--- config.mk ---
export PLATFORM = sky130hd
export DESIGN_NAME = acl_sample_fifo
export DESIGN_NICKNAME = d
export VERILOG_FILES = /design/src/rtl/acl_sample_fifo.sv
export SDC_FILE = /design/constraint.sdc
export NUM_CORES = 1
export LEC_CHECK = 0
export CAP_MARGIN = 5
export CORE_ASPECT_RATIO = 0.6
export CORE_MARGIN = 1
export CORE_UTILIZATION = 52
export CTS_BUF_LIST = sky130_fd_sc_hd__clkbuf_8
export DETAILED_ROUTE_END_ITERATION = 16
export GPL_TIMING_DRIVEN = 1
export PLACE_DENSITY = 0.87
export REMOVE_ABC_BUFFERS = 1
export SYNTH_ARGS = -nofsm -noshare
export SYNTH_HDL_FRONTEND = slang
export SYNTH_SLANG_ARGS = --single-unit
export TNS_END_PERCENT = 10
--- constraint.sdc ---
create_clock -name clock -period 3.2 [get_ports clock]
set_input_delay 0.64 -clock clock [delete_from_list [all_inputs] [get_ports clock]]
set_output_delay 0.64 -clock clock [all_outputs]
set_load 0.1 [all_outputs]
--- src/rtl/acl_sample_fifo.sv ---
`default_nettype none
// ============================================================================
//  Module   : acl_sample_fifo
//  Brief    : Synchronises and de-glitches the 15-bit accelerometer word
//             {x[14:10], y[9:5], z[4:0]}, queues each new stable sample in a
//             FIFO and exposes it as DATA/STATUS/CTRL words in dmem space.
//  Options  : ACL_AVG_EN - push the truncated mean of every 4 accepted
//             samples instead of every accepted sample.
//  Revision : 1.0 - initial release
// ============================================================================
module acl_sample_fifo #(
  parameter int          DEPTH         = 8,
  parameter int          STABLE_CYCLES = 4,
  parameter logic [11:0] BASE_ADDR     = 12'hFF0
) (
  input  logic        clock,
  input  logic        reset,
  input  logic [14:0] acl_data,
  input  logic [11:0] bus_addr,
  input  logic        bus_rd,
  input  logic        bus_wr,
  input  logic [31:0] bus_wdata,
  output logic        bus_hit,
  output logic [31:0] bus_rdata,
  output logic        acl_irq
);

  localparam int AW = $clog2(DEPTH);
  localparam int CW = AW + 1;
  localparam int SW = $clog2(STABLE_CYCLES) + 1;
  localparam logic [SW-1:0] STAB_MAX = SW'(STABLE_CYCLES - 1);
  localparam logic [CW-1:0] FULL_CNT = CW'(DEPTH);

  logic [14:0]   sync1, sync2, cand, last_pushed;
  logic [SW-1:0] stab_cnt;
  logic          enable, overflow;
  logic [AW-1:0] wr_ptr, rd_ptr, wr_ptr_n, rd_ptr_n;
  logic [CW-1:0] count, count_n;
  logic          overflow_n, enable_n;
  logic [14:0]   mem [DEPTH];

  logic          accept, push_valid, do_push, pop, flush, ctrl_wr;
  logic          sel_data, sel_stat, sel_ctrl, empty, full;
  logic [14:0]   push_data;
  logic [7:0]    count_byte;
  logic          unused_wdata;

  // Address decode; compare in 13 bits so BASE_ADDR near 12'hFFF cannot wrap
  assign bus_hit  = ({1'b0, bus_addr} >= {1'b0, BASE_ADDR}) &&
                    ({1'b0, bus_addr} <= ({1'b0, BASE_ADDR} + 13'd2));
  assign sel_data = bus_hit && (bus_addr == BASE_ADDR);
  assign sel_stat = bus_hit && (bus_addr == BASE_ADDR + 12'd1);
  assign sel_ctrl = bus_hit && (bus_addr == BASE_ADDR + 12'd2);

  assign empty      = (count == '0);
  assign full       = (count == FULL_CNT);
  assign pop        = bus_rd && sel_data && !empty;
  assign ctrl_wr    = bus_wr && sel_ctrl;
  assign flush      = ctrl_wr && bus_wdata[1];
  assign count_byte = 8'(count);
  assign unused_wdata = ^bus_wdata[31:2];

  // A sample qualifies once it has been stable long enough and differs from the last one taken
  assign accept = (stab_cnt == STAB_MAX) && (cand != last_pushed) && enable;

  // Two-flop synchroniser plus stability tracking (continues even while disabled)
  always_ff @(posedge clock or negedge reset) begin
    if (!reset) begin
      sync1       <= '0;
      sync2       <= '0;
      cand        <= '0;
      stab_cnt    <= '0;
      last_pushed <= '0;
    end else begin
      sync1 <= acl_data;
      sync2 <= sync1;
      if (sync2 != cand) begin
        cand     <= sync2;
        stab_cnt <= '0;
      end else if (stab_cnt != STAB_MAX) begin
        stab_cnt <= stab_cnt + 1'b1;
      end
      if (accept) last_pushed <= cand;
    end
  end

`ifdef ACL_AVG_EN
  logic [6:0] sum_x, sum_y, sum_z, nx, ny, nz;
  logic [1:0] acc_cnt;
  logic       acc_clear;

  assign nx         = sum_x + {2'b00, cand[14:10]};
  assign ny         = sum_y + {2'b00, cand[9:5]};
  assign nz         = sum_z + {2'b00, cand[4:0]};
  assign acc_clear  = flush || (ctrl_wr && enable && !bus_wdata[0]);
  assign push_valid = accept && (acc_cnt == 2'd3) && !acc_clear;
  assign push_data  = {nx[6:2], ny[6:2], nz[6:2]};

  // Per-axis accumulator; the fourth accepted sample emits the mean and restarts
  always_ff @(posedge clock or negedge reset) begin
    if (!reset) begin
      sum_x   <= '0;
      sum_y   <= '0;
      sum_z   <= '0;
      acc_cnt <= '0;
    end else if (acc_clear || (accept && acc_cnt == 2'd3)) begin
      sum_x   <= '0;
      sum_y   <= '0;
      sum_z   <= '0;
      acc_cnt <= '0;
    end else if (accept) begin
      sum_x   <= nx;
      sum_y   <= ny;
      sum_z   <= nz;
      acc_cnt <= acc_cnt + 2'd1;
    end
  end
`else
  assign push_valid = accept;
  assign push_data  = cand;
`endif

  // Next-state of FIFO bookkeeping; flush overrides any push or pop in the same cycle
  always_comb begin
    wr_ptr_n   = wr_ptr;
    rd_ptr_n   = rd_ptr;
    count_n    = count;
    overflow_n = overflow;
    enable_n   = enable;
    do_push    = 1'b0;
    if (ctrl_wr) enable_n = bus_wdata[0];
    if (flush) begin
      wr_ptr_n   = '0;
      rd_ptr_n   = '0;
      count_n    = '0;
      overflow_n = 1'b0;
    end else begin
      if (push_valid) begin
        if (!full || pop) do_push = 1'b1;
        else              overflow_n = 1'b1;
      end
      if (do_push) wr_ptr_n = wr_ptr + 1'b1;
      if (pop)     rd_ptr_n = rd_ptr + 1'b1;
      if (do_push && !pop)      count_n = count + 1'b1;
      else if (!do_push && pop) count_n = count - 1'b1;
    end
  end

  // FIFO pointers, flags and interrupt (irq follows the post-update state)
  always_ff @(posedge clock or negedge reset) begin
    if (!reset) begin
      wr_ptr   <= '0;
      rd_ptr   <= '0;
      count    <= '0;
      overflow <= 1'b0;
      enable   <= 1'b1;
      acl_irq  <= 1'b0;
    end else begin
      wr_ptr   <= wr_ptr_n;
      rd_ptr   <= rd_ptr_n;
      count    <= count_n;
      overflow <= overflow_n;
      enable   <= enable_n;
      acl_irq  <= enable_n && (count_n != '0);
    end
  end

  // Sample storage; contents are only meaningful between the pointers, so no reset
  always_ff @(posedge clock) begin
    if (do_push) mem[wr_ptr] <= push_data;
  end

  // Registered read data; holds its value when no hitting read occurs
  always_ff @(posedge clock or negedge reset) begin
    if (!reset) begin
      bus_rdata <= '0;
    end else if (bus_rd && bus_hit) begin
      if (sel_data)
        bus_rdata <= empty ? 32'h8000_0000 : {17'b0, mem[rd_ptr]};
      else if (sel_stat)
        bus_rdata <= {overflow, 23'b0, count_byte};
      else if (sel_ctrl)
        bus_rdata <= {31'b0, enable};
    end
  end

endmodule
`default_nettype wire
Word level (Yosys, flattened, before mapping)
Memory sizes are Yosys's and may differ from the RTL's.
Cells that the tools add are included.

word-level totals
  bits in registers = 108
  RAM bits = 120
  input port bits = 63
  output and inout port bits = 34
  logic and storage cells = 80
  memories = 1

operators by class
  add/subtract/negate cells = 5
  $lt $le $gt $ge = 2
  equal/unequal tests = 9
  muxes and demuxes = 23
  reductions and logical operators = 28

memory list
  memory  depth  bits a word  read ports  clocked after memory_dff  wr ports  RTL line  source
  mem     8      15           1           0                         1         40        logic [14:0] mem [DEPTH];

operators with widths
  operator              number
  $mux 32               4
  $eq 12x12->1 const B  3
  $ne 15x15->1          2
  $mux 3                6
  $logic_and 1x1->1     14
  $ge 12x12->1 const B  1
  $le 12x12->1 const B  1
  $mux 4                3
  $mux 1                10
  $add 3x1->3 const B   3
  $reduce_bool 2->1     4
  $add 4x1->4 const B   1
  $eq 4x4->1 const B    1
  $logic_not 1->1       4
  $logic_not 4->1       1
  $reduce_and 2->1      2
  $reduce_bool 4->1     1
  $sub 4x1->4 const B   1
  $eq 3x2->1 const B    1
  $ne 3x2->1 const B    1
  $reduce_bool 3->1     1
  $ne 2x2->1 const B    1
  $logic_or 1x1->1      1

Depth between registers and ports, before layout
  depth after elaboration = 16
  gate-level depth with buffers = 9
  depth with buffers taken out = 9

Worst setup path before layout
Ideal clock, no wire load.

  path type = in2reg
  start = input bus_addr[2]
  end = memory mem[1][0], enable pin
  library setup time = 406 ps
  arrival = 2963 ps
  required time = 2794 ps
  slack = -169 ps
  cell stages on the path = 7
  buffers on the path = 0
  path through = and4bb_1 -> nand3_1 -> or4_4 -> nand3_2 -> and2_4 -> nand3b_1 -> nor3_1

between the ends
  word-level cells in the longest chain between the ends = 12
  elaborated cells between the ends (all ways) = 18
  those cells by class = order compare: 2; eq/ne: 2; mux: 6; reduce/logical: 8

RTL lines
  what                                          RTL line  source
  from (decl)                                   19        input logic [11:0] bus_addr,
  $ge 12x12->1 or $le 12x12->1 (tied branches)  49, 50
  $logic_and 1x1->1                             49        assign bus_hit = ({1'b0, bus_addr} >= {1'b0, BASE_ADDR}) &&
  $logic_and 1x1->1                             51        assign sel_data = bus_hit && (bus_addr == BASE_ADDR);
  $logic_and 1x1->1 (2 in a row)                57        assign pop = bus_rd && sel_data && !empty;
  $logic_or 1x1->1                              139       if (!full || pop) do_push = 1'b1;
  $mux 1                                        139
  $mux 1                                        138       if (push_valid) begin
  $mux 1                                        132       if (flush) begin
  $mux 1 (*)                                    132
  $mux 1 (*)                                    170       if (do_push) mem[wr_ptr] <= push_data;
  $mux 1 (implied by the code) (*)              170
  to (decl)                                     40

Every way passes the cells marked *; elsewhere a longest branch is shown, timed or not. The select of a mux whose other input is x is not followed.

Worst setup path after layout
  start = register cand[8]
  end = memory mem[0][6], enable pin

between the ends
  word-level cells in the longest chain between the ends = 8

RTL lines
  what                            RTL line  source
  from (decl)                     34        logic [14:0] sync1, sync2, cand, last_pushed;
  from (signal assigned)          78        cand <= sync2;
  $ne 15x15->1                    64        assign accept = (stab_cnt == STAB_MAX) && (cand != last_pushed) && enable;
  $logic_and 1x1->1 (2 in a row)  64
  $mux 1                          138
  $mux 1 (2 in a row)             132
  $mux 1                          170
  $mux 1 (implied by the code)    170

No other way between the ends. The select of a mux whose other input is x is not followed.

==> key figures <==
STA
  – RSZ-0062 raised after global routing: false
  – Final period util: 91.9%
  – Slew Limit Headroom: 38.2%
  – Max-slew violation count: 0
  – Minimum clock period after layout: 2.94 ns
  – Least-Margin Pin Slew: 0.927 ns
  – Final Hold Viols: 0
  – Fmax: 340 MHz
  – Worst Skew: 0.0167 ns
  – Slack of the critical path: 0.259 ns
  – Finish-stage setup viols: 0

Synthesis
  – Yosys reg bits: 212
  – Unique masters post-synth: 46
  – Ys Warns: 0
  – Seq/Total Area, Yosys: 70.8%
  – Synth Cell Area: 8350 um^2
  – Ys async rst share: 43.4%
  – Synth Area per Inst: 16.7 um^2
  – Most frequent cells after synthesis: edfxtp_1, dfrtp_1, mux4_2
  – Synth Instances: 500
  – Top cells by area, synth: edfxtp_1, dfrtp_1, mux4_2
  – Synth top area share: 43.2%
  – Synth area leader: edfxtp_1
  – Most common flop cell mapped by yosys: edfxtp_1
  – EDFF count, synth: 120
  – Count leader, synth: edfxtp_1

CTS
  – CTS Buf Count: 29
  – Clock Path Buffers: 3
  – Clock Sinks: 212
  – H-tree levels: 1
  – CTS tree: yes
  – CTS root buf: clkbuf_8
  – PostCTS Resize Cnt: 0
  – Cts hold-fix bufs: 0
  – Clk Latency, worst-skew pair: 0.55 ns
  – Clock transition at the registers of the reported paths: 0.08 ns
  – Post-CTS Setup Inserts: 0

Final layout
  – Design Area, Final: 9780 um^2
  – Final #Nets: 646
  – Fin util: 63.1%
  – Share of cells above drive strength 1: 24.5%
  – ANT cells: 0
  – Area Growth Syn to Fin: 17.2%

Route
  – DRT Pass-1 Iters: 11
  – Routed Wire Length: 15700 um
  – Avg WL per Cell: 19.6 um
  – DRC Markers: 8
  – Post-route ant nets: 0
  – Vias: 4452
  – Via density: 5.55
  – DR iter-0 viols: 394

Floorplanning
  – Io pins: 97
  – Die Y: 100 um
  – Row cnt: 35
  – CORE AREA: 15500 um^2
  – Die Width: 166 um
  – Die area: 16600 um^2
  – Effective utilization at floorplan: 53.8%

Pwr
  – Max VDD drop: 0.477 mV
  – Power density over the cells: 538 nW/um^2
  – Total power: 0.00526 W
  – LEAKAGE: 3.77 nW

Setup path
  – Crit path to: mem[0][6]
  – CP startpoint: cand[8]
  – Critical path launch point type: flip-flop
  – Req. time, crit path: 3.45 ns
  – R2r startpoint: cand[8]
  – Flop-to-flop setup slack: 0.26 ns
  – CP Capture Type: flip-flop
  – WS Path Type: reg2reg
  – RR Endpoint: mem[0][6]
  – Reg2Reg Depth: 8
  – CP max FO: 15
  – Critical path data arrival time: 3.19 ns

Min path
  – Hold/Removal Path Class: in2async

Global routing
  – Largest net degree at the start of global routing: 73
  – Overall Global Routing Usage: 20.2%
  – Vias in the first global route: 4621
  – Overflow after GRT: 0
  – First-pass GRT wire length: 24600 um
  – Antenna violations before repair: 0

Place
  – IO buf count: 50
  – Final GP Congestion: 0.837
  – Area after DPL: 9170 um^2
  – Post-DP HPWL: 10600 um
  – Worst slack, placed: -0.117 ns

Status
  – Failing checks: DRC
  – Status: finished, violations left

Job
  – Max-cap viol count: 0
final cells by class:
type | instances | area [um^2]
clock inverter | 18 | 126
timing repair buffer | 78 | 751
sequential | 212 | 5910
fill | 1069 | 5720
clock buffer | 35 | 482
inverter | 5 | 18.8
tap | 203 | 254
multi-input combinational | 251 | 2240
per-layer routing:
layer  share of wire [%]  track usage, %  vias up
li1                    -               -     1974
met1                  43            27.9     2276
met4                 2.0            5.66        0
met5                   0               0        -
met3                 6.8            4.88       33
met2                  48            32.4      169
worst max-delay path: stages, from the launching register on:
cell     delay, ns
dfrtp_1       0.56
xnor2_1       0.20
nand4_1       0.11
nor4_1        0.06
a31oi_2       0.64
and2_4        0.28
or3b_4        0.40
nor3_2        0.20
buf_12        0.20
cell families (layout without fill, tap and decap cells):
family / after synthesis / in the layout / share of synthesized area [%]
AO/OA/AOI/OAI: 33 / 33 / 2.53
flip-flops: 212 / 212 / 70.8
multiplexers: 67 / 67 / 12.8
buffers and inverters: 52 / 136 / 3.13
XOR/XNOR: 38 / 38 / 3.99
other: 1 / 16 / 0.0449
adder cells (fa/ha/maj): 6 / 6 / 0.899
AND/OR/NAND/NOR: 91 / 91 / 5.85
layout by cell type (no fill, tap or decap), types with 2 or more instances in the layout:
master,n
edfxtp_1,120
dfrtp_1,90
buf_4,40
clkbuf_8,35
clkdlybuf4s50_1,31
mux4_2,30
xor2_1,28
nand2_1,27
nor2_1,21
mux2i_1,19
mux2_2,18
inv_1,17
o21ai_0,16
conb_1,16
xnor2_1,10
nor4_1,7
buf_12,7
nor2b_1,6
ha_1,6
nand4_1,5
a21oi_1,5
nor3_1,4
nand3b_1,3
nand3_1,3
nand2b_1,3
a32oi_1,3
nor3_2,2
or2_2,2
clkinv_2,2
bufinv_16,2
worst min-delay path by stage:
| stage | startpoint | to | slack, ns |
|---|---|---|---|
| 2_1_floorplan | sync1[0] | sync2[0] | 0.33 |
| 3_3_place_gp | sync1[9] | sync2[9] | 0.33 |
| 3_5_place_dp | sync1[3] | sync2[3] | 0.33 |
| 4_1_cts | reset | last_pushed[2] | 0.24 |
| 5_1_grt | reset | bus_rdata[1] | 0.26 |
| 6_report | reset | bus_rdata[1] | 0.19 |
flip-flops by register name, indices dropped and copies added, names as in the netlist:
signal       flops
mem            120
bus_rdata       16
cand            15
last_pushed     15
sync1           15
sync2           15
count            4
rd_ptr           3
stab_cnt         3
wr_ptr           3
acl_irq          1
enable           1
overflow         1
through the flow:
step | std cells | hold slack [ns] | TNS, ns
final | 802 | 0.194 | 0
after global routing | 802 | 0.262 | 0
after CTS | 802 | 0.240 | 0
after detailed placement | 749 | 0.335 | -7.28
after global placement | 749 | 0.331 | -3.66
after floorplan | 468 | 0.331 | -17.16
power breakdown:
group / internal, W / switching, W / leakage, nW
clock network: 0.00115 / 0.000953 / 0.353
registers: 0.00292 / 0.0000478 / 2.24
logic: 0.0000587 / 0.000136 / 1.17
No activity file was read; power rests on OpenSTA's default activity.
